$ cat src/rtl/xc_integration_ctrl.sv
// rtl/xc_integration_ctrl.sv - integration frame scheduler for the cross-correlator array
module xc_integration_ctrl #(
    parameter int TICK_WIDTH   = 32,
    parameter int CLEAR_CYCLES = 4,
    parameter int FRAME_WIDTH  = 16
) (
    input  logic                   clk,
    input  logic                   reset,
    input  logic                   start,
    input  logic                   stop,
    input  logic [TICK_WIDTH-1:0]  integration_ticks,
    input  logic                   tick,
    input  logic                   sat,
    input  logic                   tx_ready,
    output logic                   corr_enable,
    output logic                   corr_reset,
    output logic                   snapshot,
    output logic                   tx_valid,
    output logic                   frame_ovf,
    output logic [FRAME_WIDTH-1:0] frame_count,
    output logic                   busy
);

    localparam logic [2:0] S_IDLE      = 3'd0;
    localparam logic [2:0] S_CLEAR     = 3'd1;
    localparam logic [2:0] S_INTEGRATE = 3'd2;
    localparam logic [2:0] S_SNAP      = 3'd3;
    localparam logic [2:0] S_WAIT_TX   = 3'd4;

    localparam int CLR_W = (CLEAR_CYCLES > 1) ? $clog2(CLEAR_CYCLES) : 1;
    localparam logic [CLR_W-1:0] CLR_LAST = CLR_W'(CLEAR_CYCLES - 1);

    logic [2:0]            state;
    logic [2:0]            state_nxt;
    logic [CLR_W-1:0]      clr_cnt;
    logic [TICK_WIDTH-1:0] tick_cnt;
    logic [TICK_WIDTH-1:0] len_q;
    logic                  ovf_q;
    logic                  stop_pend;
    logic                  enter_clear;
    logic                  last_tick;

    assign last_tick   = tick && (tick_cnt == len_q - TICK_WIDTH'(1));
    assign enter_clear = (state_nxt == S_CLEAR) && (state != S_CLEAR);

    always_comb begin
        state_nxt = state;
        case (state)
            S_IDLE: begin
                if (start && !stop) state_nxt = S_CLEAR;
            end
            S_CLEAR: begin
                if (stop)                     state_nxt = S_IDLE;
                else if (clr_cnt == CLR_LAST) state_nxt = S_INTEGRATE;
            end
            S_INTEGRATE: begin
                if (stop)                  state_nxt = S_IDLE;
                else if (sat || last_tick) state_nxt = S_SNAP;
            end
            S_SNAP: begin
                state_nxt = S_WAIT_TX;
            end
            S_WAIT_TX: begin
                // a stop arriving on the accepting cycle still ends framing
                if (tx_ready) state_nxt = (stop_pend || stop) ? S_IDLE : S_CLEAR;
            end
            default: begin
                state_nxt = S_IDLE;
            end
        endcase
    end

    always_ff @(posedge clk or negedge reset) begin
        if (!reset) begin
            state     <= S_IDLE;
            clr_cnt   <= '0;
            tick_cnt  <= '0;
            len_q     <= TICK_WIDTH'(1);
            ovf_q     <= 1'b0;
            stop_pend <= 1'b0;
        end else begin
            state   <= state_nxt;
            clr_cnt <= (state == S_CLEAR) ? clr_cnt + CLR_W'(1) : '0;

            if (enter_clear) begin
                tick_cnt <= '0;
                len_q    <= (integration_ticks == '0) ? TICK_WIDTH'(1) : integration_ticks;
                ovf_q    <= 1'b0;
            end else if (state == S_INTEGRATE) begin
                if (tick) tick_cnt <= tick_cnt + TICK_WIDTH'(1);
                if (sat)  ovf_q    <= 1'b1;
            end

            if (state_nxt == S_IDLE)
                stop_pend <= 1'b0;
            else if (stop && (state == S_SNAP || state == S_WAIT_TX))
                stop_pend <= 1'b1;
        end
    end

    // outputs are registered from the next state so they line up with the state register
    always_ff @(posedge clk or negedge reset) begin
        if (!reset) begin
            corr_enable <= 1'b0;
            corr_reset  <= 1'b0;
            snapshot    <= 1'b0;
            tx_valid    <= 1'b0;
            frame_ovf   <= 1'b0;
            frame_count <= '0;
            busy        <= 1'b0;
        end else begin
            corr_reset  <= (state_nxt == S_CLEAR);
            corr_enable <= (state_nxt == S_INTEGRATE);
            snapshot    <= (state_nxt == S_SNAP);
            tx_valid    <= (state_nxt == S_WAIT_TX);
            busy        <= (state_nxt != S_IDLE);

            if (state_nxt == S_IDLE)
                frame_ovf <= 1'b0;
            else if (state == S_INTEGRATE && state_nxt == S_SNAP)
                frame_ovf <= ovf_q || sat;

            if (state == S_IDLE && state_nxt == S_CLEAR)
                frame_count <= '0;
            else if (state == S_WAIT_TX && tx_ready)
                frame_count <= frame_count + FRAME_WIDTH'(1);
        end
    end

endmodule

$ cat config.mk
export PLATFORM = sky130hd
export DESIGN_NAME = xc_integration_ctrl
export DESIGN_NICKNAME = d
export VERILOG_FILES = /design/src/rtl/xc_integration_ctrl.sv
export SDC_FILE = /design/constraint.sdc
export NUM_CORES = 1
export LEC_CHECK = 0
export ABC_AREA = 1
export BUFFER_PORTS_ARGS = -buffer_cell sky130_fd_sc_hd__buf_2
export CAP_MARGIN = 15
export CORE_MARGIN = 3
export CORE_UTILIZATION = 60
export CTS_CLUSTER_SIZE = 10
export DETAILED_ROUTE_END_ITERATION = 6
export GPL_TIMING_DRIVEN = 0
export PLACE_DENSITY = 0.8
export SYNTH_ARGS = -nofsm -noshare
export SYNTH_HDL_FRONTEND = slang
export SYNTH_SLANG_ARGS = --single-unit
$ cat constraint.sdc
create_clock -name clk -period 3.5 [get_ports clk]
set_clock_uncertainty 0.05 [all_clocks]
set_input_delay 0.7 -clock clk [delete_from_list [all_inputs] [get_ports clk]]
set_output_delay 0.7 -clock clk [all_outputs]
set_load 0.01 [all_outputs]
# Yosys cells after proc, flatten, opt, wreduce, memory -nomap -nowiden
# Index checks and enable logic that the tools add are counted.
[word_totals]
wordCells = 74
ff_bits = 93
output_inout_bits = 22
[classes]
n_eq_ne = 11
n_reduce_logical = 24
n_addsub = 4
muxes = 22
[op_table]
columns = ["op", "count"]
rows = [
  ["2-to-1 mux 32 bit", 4],
  ["adder 32 x 1 -> 32 bit, second input constant", 1],
  ["== test 32 bit", 1],
  ["zero test 32 bit", 1],
  ["2-to-1 mux 16 bit", 2],
  ["subtractor 32 x 1 -> 32 bit, second input constant", 1],
  ["2-to-1 mux 3 bit", 6],
  ["adder 16 x 1 -> 16 bit, second input constant", 1],
  ["one-hot mux 3 bit (5 select lines)", 1],
  ["== test 3 x 2 -> 1 bit, second input constant", 4],
  ["nonzero test 2 bit", 6],
  ["2-to-1 mux 1 bit", 8],
  ["logical AND 1 bit", 7],
  ["== test 3 x 1 -> 1 bit, second input constant", 2],
  ["== test 3 bit, second input constant", 2],
  ["zero test 3 bit", 2],
  ["logical OR 1 bit", 4],
  ["AND reduction 2 bit", 2],
  ["inequality test 3 x 1 -> 1 bit, second input constant", 1],
  ["nonzero test 3 bit", 1],
  ["adder 2 x 1 -> 2 bit, second input constant", 1],
  ["== test 2 bit, second input constant", 1],
  ["2-to-1 mux 2 bit", 1],
  ["zero test 1 bit", 1],
]

# Logic depth before layout (Yosys ltp)
# Gate-level depths: netlist of the first run.
[depth]
word_depth = 11
ltp_mapped = 23

# Least setup slack after synthesis of the first run
# Ideal clock, no wire load.
[synth_timing]
path_type = "register to register"
start = "reg len_q[0]"
end = "reg tick_cnt[21]"
setup_slack_ns = 0.983
t_arrival_ns = 2.349
setup_time_ns = 0.118
path_stages_with_launch = 22
required_time_ns = 3.332
period_less_slack_ns = 2.517
cell_sequence = "dfstp_2 -> inv_1 -> ha_1 -> or2_2 -> nand2_1 -> nand2_1 -> nand2_1 -> nand2_1 -> nor2_1 -> nand3_1 -> nor2_1 -> nand2_1 -> nor2_1 -> nand2_1 -> nand2_1 -> nand2_1 -> nand2_2 -> nand4_4 -> buf_6 -> buf_6 -> nand3_2 -> nand2_1"
[synth_via]
elab_chain_len = 11
word_cells_on_any_way = 13
classes_between = "add/sub (1); eq/ne (2); mux (4); reduce/logical (6)"
[synth_rtl]
columns = ["element", "line", "text"]
rows = [
  ["from (decl)", "37", "logic [TICK_WIDTH-1:0] len_q;"],
  ["from (signal assigned)", "87", "len_q <= (integration_ticks == '0) ? TICK_WIDTH'(1) : integration_ticks;"],
  ["subtractor 32 x 1 -> 32 bit *", "43", "assign last_tick = tick && (tick_cnt == len_q - TICK_WIDTH'(1));"],
  ["== test 32 bit *", "43", ""],
  ["logical AND 1 bit *", "43", ""],
  ["logical OR 1 bit *", "58", "else if (sat || last_tick) state_nxt = S_SNAP;"],
  ["2-to-1 mux 3 bit *", "58", ""],
  ["2-to-1 mux 3 bit *", "57", "if (stop) state_nxt = S_IDLE;"],
  ["one-hot mux 3 bit (5 select lines) *", "48", "case (state)"],
  ["== test 3 x 1 -> 1 bit *", "44", "assign enter_clear = (state_nxt == S_CLEAR) && (state != S_CLEAR);"],
  ["logical AND 1 bit *", "44", ""],
  ["nonzero test 2 bit (no source line)", "--", ""],
  ["AND reduction 2 bit (no source line)", "--", ""],
  ["to (signal assigned)", "90", "if (tick) tick_cnt <= tick_cnt + TICK_WIDTH'(1);"],
  ["to (decl)", "36", "logic [TICK_WIDTH-1:0] tick_cnt;"],
]
# Every way passes the cells marked *; elsewhere a longest branch is shown, timed or not.
# A chain may end at the register's enable or synchronous reset.

# Worst setup path after layout of the first run
[layout_timing]
start = "reg len_q[0]"
end = "reg tick_cnt[31]"
# The elaborated chain is that of the path after synthesis.

==> out/metrics.yaml, run 1 <==
cts_tree: "yes"
drtIter0Drc: 381
drc: 0
fillers: 969
dp_hpwl_um: 12440
synth_seq_area_share_pct: 36.52
antenna_found_initial: 0
rows: 37
max_freq_mhz: 324.4
antenna_cells: 0
fin_crit_ns: 3.083
cpPeakStageDelay_ns: 0.41
die_h_um: 109.1
dpl.cell_count: 1108
min_period_over_period_pct: 88.09
end_kind: "register"
design_area_mm2: 0.007063
worst_path_dominant_cell_family: "simple AND/OR/NAND/NOR gates"
synth_edf_count: 0
ys_warn_count: 0
ios: 61
hold_violations: 0
die-area_mm2: 0.01190
synth_common_cells: "230 x nand2_1, 141 x inv_1, 116 x nor2_1"
ys_ff_latch: 93
hold_buffers: 0
stdcell_count: 1124
slowest_stage: "dfstp_2"
rr_startpoint: "len_q[0]"
die_w_um: 109.1
r2r_slack_ns: 0.42
crit_buf_inv: 3
dr.pass1.iters: 7
yosysMostFrequentCell: "nand2_1"
avgSynthCellArea_um2: 6.999
async_flop_share_pct: 100.0
clk_pin_slew_ns: 0.10
gp_congestion: 0.9670
netlist_instances: 911
numPortBuffers: 60
grt_setup_unrepaired: "false"
tightestPinTransition_ns: 1.050
cp-start-kind: "register"
fin_setup_tns_ns: 0
cpMostUsedCell: "nand2_1"
grt_pass1_wl_um: 27110
grt_overflow: 0
critical_path_required_ns: 3.71
routedWlPerCell_um: 14.22
synth_area_leaders: "dfrtp_1 36%, nand2_1 14%, inv_1 8.3%"
h-tree-depth: 3
netlist_area_mm2: 0.006376
ys.flop_type: "dfrtp_1"
grt_max_degree: 54
peakVddDrop_mv: 0.2456
syn-num-nets: 954
status: "finished, final reports clean"
track_usage_pct: 28.97
hp-class: "input port to asynchronous set/reset pin"
drv_slew: 0
clk_latency_ns: 0.37
post_cts_buffers: 0
p_leak_uw: 0.003685
setup_viol: 0
crit_chain: "inv_1 -> ha_1 -> nand3_1 -> nor2_4 -> nand2_2 -> o21ai_0 -> nand3_1 -> nor2_1 -> nand2_1 -> nor2_1 -> nand2_1 -> nand2_1 -> nand2_1 -> nand2_2 -> nand4_4 -> buf_6 -> buf_6 -> nand3_1 -> nand2_1"
postPlaceCellArea_mm2: 0.006877
vias: 5973
cts_buffer_depth: 2
cts_buffers: 9
relSlewSlack_pct: 29.38
synthDistinctLibCells: 34
synth_top_cell_by_area: "dfrtp_1"
crit_type: "register to register"
layout-drive-gt1-share_pct: 13.26
vias_per_cell: 5.314
antenna_left: 0
core-area_mm2: 0.01032
syn2layout_area_growth_pct: 10.77
maxCapViolCount: 0
start_util_pct: 61.76
post-route-util_pct: 68.42
arrival_ns: 3.29
yosys.area.top_type_share_pct: 36.11
whs_ns: 0.2560
reg2reg_to: "tick_cnt[31]"
crit_fanout: 10
power_density_mw_per_mm2: 393.4
first_global_vias: 5673
nets: 1026
cts.sinks: 93
ctsRootBufferMaster: "clkbuf_8"
r2r_cells: 19
cts_resized: 0
postRouteWirelength_um: 15980
## how the worst max path moves through the flow
stage                     startpoint  cells after the start           end
after detailed placement    len_q[0]                     19  tick_cnt[16]
after floorplan             len_q[0]                     21  tick_cnt[21]
final                       len_q[0]                     19  tick_cnt[31]
after CTS                   len_q[0]                     19  tick_cnt[27]
after global placement      len_q[1]                     19  tick_cnt[27]
after global routing        len_q[0]                     19  tick_cnt[31]
## cells in the final DEF (no fill, tap or decap), types with 7 or more instances in the layout
cell type	count
buf_6	10
nor2_2	7
o21ai_0	13
clkbuf_1	13
xnor2_1	18
xor2_1	48
dfrtp_1	92
a21oi_1	8
o21ai_1	32
nand3_1	62
nand4_1	18
nand3_2	20
nor4_1	12
nor3_1	30
buf_2	60
nor2_1	116
inv_1	141
clkbuf_8	9
nand2_1	230
## through the flow
| stage | setup slack [ns] | power [uW] |
|---|---|---|
| CTS | 0.4687 | 2788 |
| global placement | 0.5204 | 2050 |
| detailed placement | 0.4932 | 2073 |
| global route | 0.1746 | 2960 |
| floorplan | 0.9829 | 1857 |
| finish | 0.4169 | 2778 |
## routing by layer
layer | routed length [um] | track usage [%]
met5 | 0 | 0
met2 | 7619 | 47.68
met3 | 935 | 4.381
met4 | 263 | 8.115
met1 | 7159 | 39.79
## where the power goes
part | leakage (uW) | switching [uW] | internal [uW]
logic | 0.00234 | 468 | 280
clock network | 0.0000984 | 441 | 277
registers | 0.00124 | 138 | 1170
total | 0.00369 | 1050 | 1730
## cell type report
class                      instances  area, um2  area share, %
multi-input combinational        648       3332          47.17
buffer                            27      178.9          2.533
clock inverter                     7      62.56         0.8857
tap                              136      170.2          2.409
clock buffer                       9      123.9          1.754
inverter                         143      536.8          7.600
sequential                        93       2328          32.97
timing repair buffer              61      330.3          4.677
## sequential cells by signal (all words and copies together) (netlist names)
signal       flops
tick_cnt        32
snapshot         1
frame_ovf        1
tx_valid         1
state            3
clr_cnt          2
busy             1
ovf_q            1
corr_reset       1
frame_count     16
len_q           32
stop_pend        1
corr_enable      1
## logic make-up after synthesis
group,share of synthesized area [%]
compound gates,5.259
buf+inv,11.22
flops,36.52
xor+xnor,9.066
simple gates,37.15
fa+ha+maj,0.7850
Power figures use the tool's default switching activity.
==> run 2: changes to the inputs <==
- CORE_UTILIZATION: 60 -> 55
- PLACE_DENSITY: 0.8 -> 0.77
- clock period: 3.5 -> 2.55 ns (I/O delays scaled with it)
==> out/metrics.yaml, run 2 (synthesized netlist as in run 1, its figures left out) <==
gp_congestion: 0.9530
status: "complete, but fails checks"
wl_met1_um: 7676
wl_met3_um: 1164
core-area_mm2: 0.01108
layout_common_cells: "213 x nand2_1, 139 x inv_1, 112 x nor2_1, 91 x dfrtp_1, 60 x buf_2"
switchingPower_uw: 1561
r2r_cells: 21
grt_max_degree: 63
drc: 0
start_util_pct: 57.56
die_w_um: 113.7
crit_fanout: 8
layout_setup_ws_ns: -0.3530
cpMostUsedCell: "nand2_1"
intPower_uw: 2917
critical_path_required_ns: 2.74
first_global_vias: 5869
slowest_stage: "dfstp_2"
drv_slew: 0
largestRegisters: "len_q x32, tick_cnt x32, frame_count x16"
cp-start-kind: "register"
hp-class: "input port to asynchronous set/reset pin"
min_period_over_period_pct: 113.8
antenna_left: 0
r2r_slack_ns: -0.35
antenna_found_initial: 0
whs_ns: 0.05033
cts_buffers: 9
cts_buffer_depth: 2
tightestPinTransition_ns: 1.064
track_usage_pct: 27.46
drtIter0Drc: 467
die-area_mm2: 0.01292
nets: 1040
vias: 6072
crit_type: "register to register"
grt_pass1_wl_um: 28250
crit_start: "len_q[0]"
dpl.cell_count: 1112
hold_violations: 0
rows: 38
maxCapViolCount: 0
violations: "setup timing"
clk_pin_slew_ns: 0.07
pwr-share-seq_pct: 40.5
h-tree-depth: 3
p_clk_share_pct: 31.5
fillers: 907
post-route-util_pct: 69.70
reg2reg_to: "tick_cnt[5]"
clk_latency_ns: 0.36
cts_tree: "yes"
multi_input_area_mm2: 0.003515
stdcell_count: 1142
cts.sinks: 93
dp_hpwl_um: 12630
layout-drive-gt1-share_pct: 18.86
routedWlPerCell_um: 15.17
postRouteWirelength_um: 17330
pwr-share-comb_pct: 28.0
dr.pass1.iters: 5
p_leak_uw: 0.003938
setup_viol: 71
wl_met2_um: 7978
regArea_mm2: 0.002330
arrival_ns: 3.09
cpPeakStageDelay_ns: 0.58
fin_crit_ns: 2.903
rr_startpoint: "len_q[0]"
peakVddDrop_mv: 0.4703
ctsRootBufferMaster: "clkbuf_16"
crit_chain: "inv_2 -> ha_4 -> or2_4 -> nand2_2 -> nand2_1 -> nand2_1 -> nand2_1 -> nor2_1 -> nand3_1 -> nor2_2 -> nand2_1 -> nor2_1 -> nand2_1 -> nand2_1 -> nand2_1 -> nand2_2 -> nand4_4 -> buf_12 -> clkbuf_16 -> nand3_1 -> nand2_1"
syn2layout_area_growth_pct: 21.10
switching_share_pct: 34.86
top_layer: "met4"
relSlewSlack_pct: 28.40
ios: 61
antenna_cells: 0
power_density_mw_per_mm2: 580.0
die_h_um: 113.7
numPortBuffers: 60
final_common_cell: "nand2_1"
end_kind: "register"
grt_setup_unrepaired: "true"
grt_overflow: 0
vias_per_cell: 5.317
max_freq_mhz: 344.5
-- run 2: per-layer routing --
metal	track usage, %	vias to the layer above
li1	-	3039
met1	36.94	2811
met2	44.37	189
met3	3.926	33
met4	11.86	0
met5	0	-
-- run 2: final cells by class --
type,count,share of cell area [%]
plain buffers,27,3.452
clock buffers,9,2.917
clock inverters,7,1.053
inverters,143,6.952
multi-input cells,648,45.52
flip-flops and latches,93,30.17
well taps,140,2.269
repair buffers,75,7.665
-- run 2: what timing repair did --
| action | in CTS | in global routing |
|---|---|---|
| setup endpoints to repair | 71 | 72 |
| setup buffers | 4 | 2 |
| hold buffers | 0 | 0 |
| cloned | 5 | 3 |
| gates resized for setup | 46 | 34 |
| endpoints found under the hold margin | 0 | 0 |
| pin swaps | 9 | 15 |
-- run 2: power groups by stage --
stage	clock network, uW	logic [uW]	registers, uW
final	1410	1250	1810
after global routing	1490	1410	1830
after CTS	1430	1160	1800
after detailed placement	0	1010	1830
after global placement	0	989	1830
after floorplan	0	781	1770
-- run 2: stage by stage --
| stage | TNS [ns] | power [uW] | worst slack, ns | area (um2) |
|---|---|---|---|---|
| 2_1_floorplan | 0 | 2549 | 0.03285 | 6376 |
| 3_3_place_gp | -26.37 | 2814 | -0.4174 | 6852 |
| 3_5_place_dp | -26.90 | 2839 | -0.4396 | 6882 |
| 4_1_cts | -23.34 | 4392 | -0.3736 | 7497 |
| 5_1_grt | -39.23 | 4734 | -0.6030 | 7721 |
| 6_report | -21.79 | 4478 | -0.3530 | 7721 |
-- run 2: worst max-delay path by stage --
stage	depth (start not counted)	end
4_1_cts	21	tick_cnt[10]
3_5_place_dp	21	tick_cnt[25]
6_report	21	tick_cnt[5]
3_3_place_gp	21	tick_cnt[29]
5_1_grt	21	tick_cnt[30]
2_1_floorplan	21	tick_cnt[21]
-- run 2: worst max-delay path, delay by kind of cell (launching register included) --
| kind | cells | cell delay [ns] |
|---|---|---|
| adders and majority gates | 1 | 0.17 |
| buffers and inverters | 3 | 0.46 |
| DFF | 1 | 0.58 |
| and+or+nand+nor | 17 | 1.53 |
==> run 3: changes to the inputs <==
- PLACE_DENSITY: 0.77 -> 0.84
==> out/metrics.yaml, run 3 (synthesized netlist as in run 1, its figures left out) <==
grt_max_degree: 49
cts.sinks: 93
crit_buf_inv: 3
relSlewSlack_pct: 30.44
antenna_found_initial: 0
tightestPinTransition_ns: 1.034
p_leak_uw: 0.003982
r2r_slack_ns: -0.46
cp-start-kind: "register"
setup_viol: 72
whs_ns: 0.1334
layout_common_cells: "206 x nand2_1, 137 x inv_1, 102 x nor2_1, 90 x dfrtp_1, 60 x buf_2"
switchingPower_uw: 1647
layout-drive-gt1-share_pct: 23.54
syn2layout_area_growth_pct: 24.14
ios: 61
end_kind: "register"
grt_setup_unrepaired: "true"
cp.depth: 21
arrival_ns: 3.19
reg2reg_to: "len_q[30]"
nets: 1045
pwr-share-comb_pct: 29.8
hold_violations: 0
start_util_pct: 57.56
rows: 38
core-area_mm2: 0.01108
die_w_um: 113.7
crit_type: "register to register"
cpMostUsedCell: "nand2_1"
power_density_mw_per_mm2: 569.8
violations: "setup timing"
drtIter0Drc: 639
clk_pin_slew_ns: 0.07
critical_path_required_ns: 2.73
stdcell_count: 1147
p_clk_share_pct: 29.5
track_usage_pct: 27.52
numPortBuffers: 60
antenna_cells: 0
crit_fanout: 8
slowest_stage: "dfstp_2"
drv_slew: 0
grt_overflow: 0
die_h_um: 113.7
pwr-share-seq_pct: 40.7
final_common_cell: "nand2_1"
cts_buffer_depth: 2
die-area_mm2: 0.01292
antenna_left: 0
r2r_cells: 21
rr_startpoint: "len_q[0]"
cpPeakStageDelay_ns: 0.58
worst_path_dominant_cell_family: "simple AND/OR/NAND/NOR gates"
ctsRootBufferMaster: "clkbuf_16"
hp-class: "input port to asynchronous set/reset pin"
gp_congestion: 0.9696
clk_latency_ns: 0.35
maxCapViolCount: 0
min_period_over_period_pct: 117.9
intPower_uw: 2863
crit_chain: "inv_2 -> ha_4 -> or2_4 -> nand2_1 -> nand2_1 -> nand2_1 -> nand2_1 -> nor2_2 -> nand3_2 -> nor2_2 -> nand2_1 -> nor2_1 -> nand2_1 -> nand2_1 -> nand2_1 -> nand2_2 -> nand4_4 -> clkbuf_16 -> clkbuf_16 -> nand2_2 -> o21ai_1"
first_global_vias: 5893
crit_start: "len_q[0]"
fin_crit_ns: 3.007
peakVddDrop_mv: 0.5262
postRouteWirelength_um: 18550
crit_end: "len_q[30]"
routedWlPerCell_um: 16.17
p_total_uw: 4510
largestRegisters: "len_q x32, tick_cnt x32, frame_count x16"
grt_pass1_wl_um: 28310
switching_share_pct: 36.53
vias_per_cell: 5.662
dpl.cell_count: 1112
cts_buffers: 9
post-route-util_pct: 71.45
max_freq_mhz: 332.6
dp_hpwl_um: 12440
dr.pass1.iters: 5
layout_setup_ws_ns: -0.4566
status: "complete, but fails checks"
vias: 6494
cts_tree: "yes"
h-tree-depth: 3
drc: 0
==> run 3: cell count changes in the layout (fill, tap and decap cells not counted), sizes merged <==
cell      previous run  this run
clkinv               4         2
clkbuf              25        32
buf                 86        85
clkinvlp             0         2
bufinv               1         0
==> run 3: metrics by stage <==
stage | setup TNS [ns] | setup slack, ns | cell area (um2)
finish | -27.31 | -0.4566 | 7915
CTS | -19.88 | -0.3256 | 7405
floorplan | 0 | 0.03285 | 6376
global route | -42.12 | -0.6553 | 7915
detailed placement | -27.25 | -0.4476 | 6882
global placement | -25.94 | -0.4228 | 6852
==> run 3: power groups by stage <==
| stage | clock (uW) | combinational, uW | sequential [uW] |
|---|---|---|---|
| after global routing | 1400 | 1480 | 1850 |
| after global placement | 0 | 983 | 1820 |
| after CTS | 1340 | 1110 | 1800 |
| after floorplan | 0 | 781 | 1770 |
| final | 1330 | 1350 | 1840 |
| after detailed placement | 0 | 1010 | 1830 |
==> run 3: final cells by class <==
class / count / area [um2]
well taps: 140 / 175.2
clock inverters: 6 / 52.55
clock buffers: 10 / 239.0
flip-flops and latches: 93 / 2331
multi-input cells: 648 / 3699
plain buffers: 27 / 276.5
fillers: 835 / 3163
inverters: 143 / 536.8
repair buffers: 80 / 605.6
==> run 3: repair_timing <==
| item | CTS | global route |
|---|---|---|
| setup buffers | 7 | 4 |
| endpoints found under the setup margin | 70 | 73 |
| cloned | 2 | 6 |
| resized for setup | 35 | 92 |
| pin swaps | 8 | 42 |
| hold buffers | 0 | 0 |
==> run 3: how the worst min path moves through the flow <==
stage	from	depth (start not counted)	slack (ns)	endpoint
2_1_floorplan	reset	0	0.16	busy
3_3_place_gp	clr_cnt[0]	1	0.37	clr_cnt[0]
3_5_place_dp	clr_cnt[0]	1	0.38	clr_cnt[0]
4_1_cts	reset	1	0.16	len_q[4]
5_1_grt	reset	1	0.18	len_q[5]
6_report	reset	1	0.13	len_q[4]
==> run 3: per-layer routing <==
metal | track usage, % | routed length [um] | part of all wire [%] | vias to the layer above
met5 | 0 | 0 | 0 | -
met4 | 9.535 | 621 | 3.3 | 0
met3 | 5.093 | 1461 | 7.9 | 62
met2 | 45.90 | 8896 | 48 | 303
met1 | 36.08 | 7565 | 41 | 3085
li1 | - | - | - | 3044
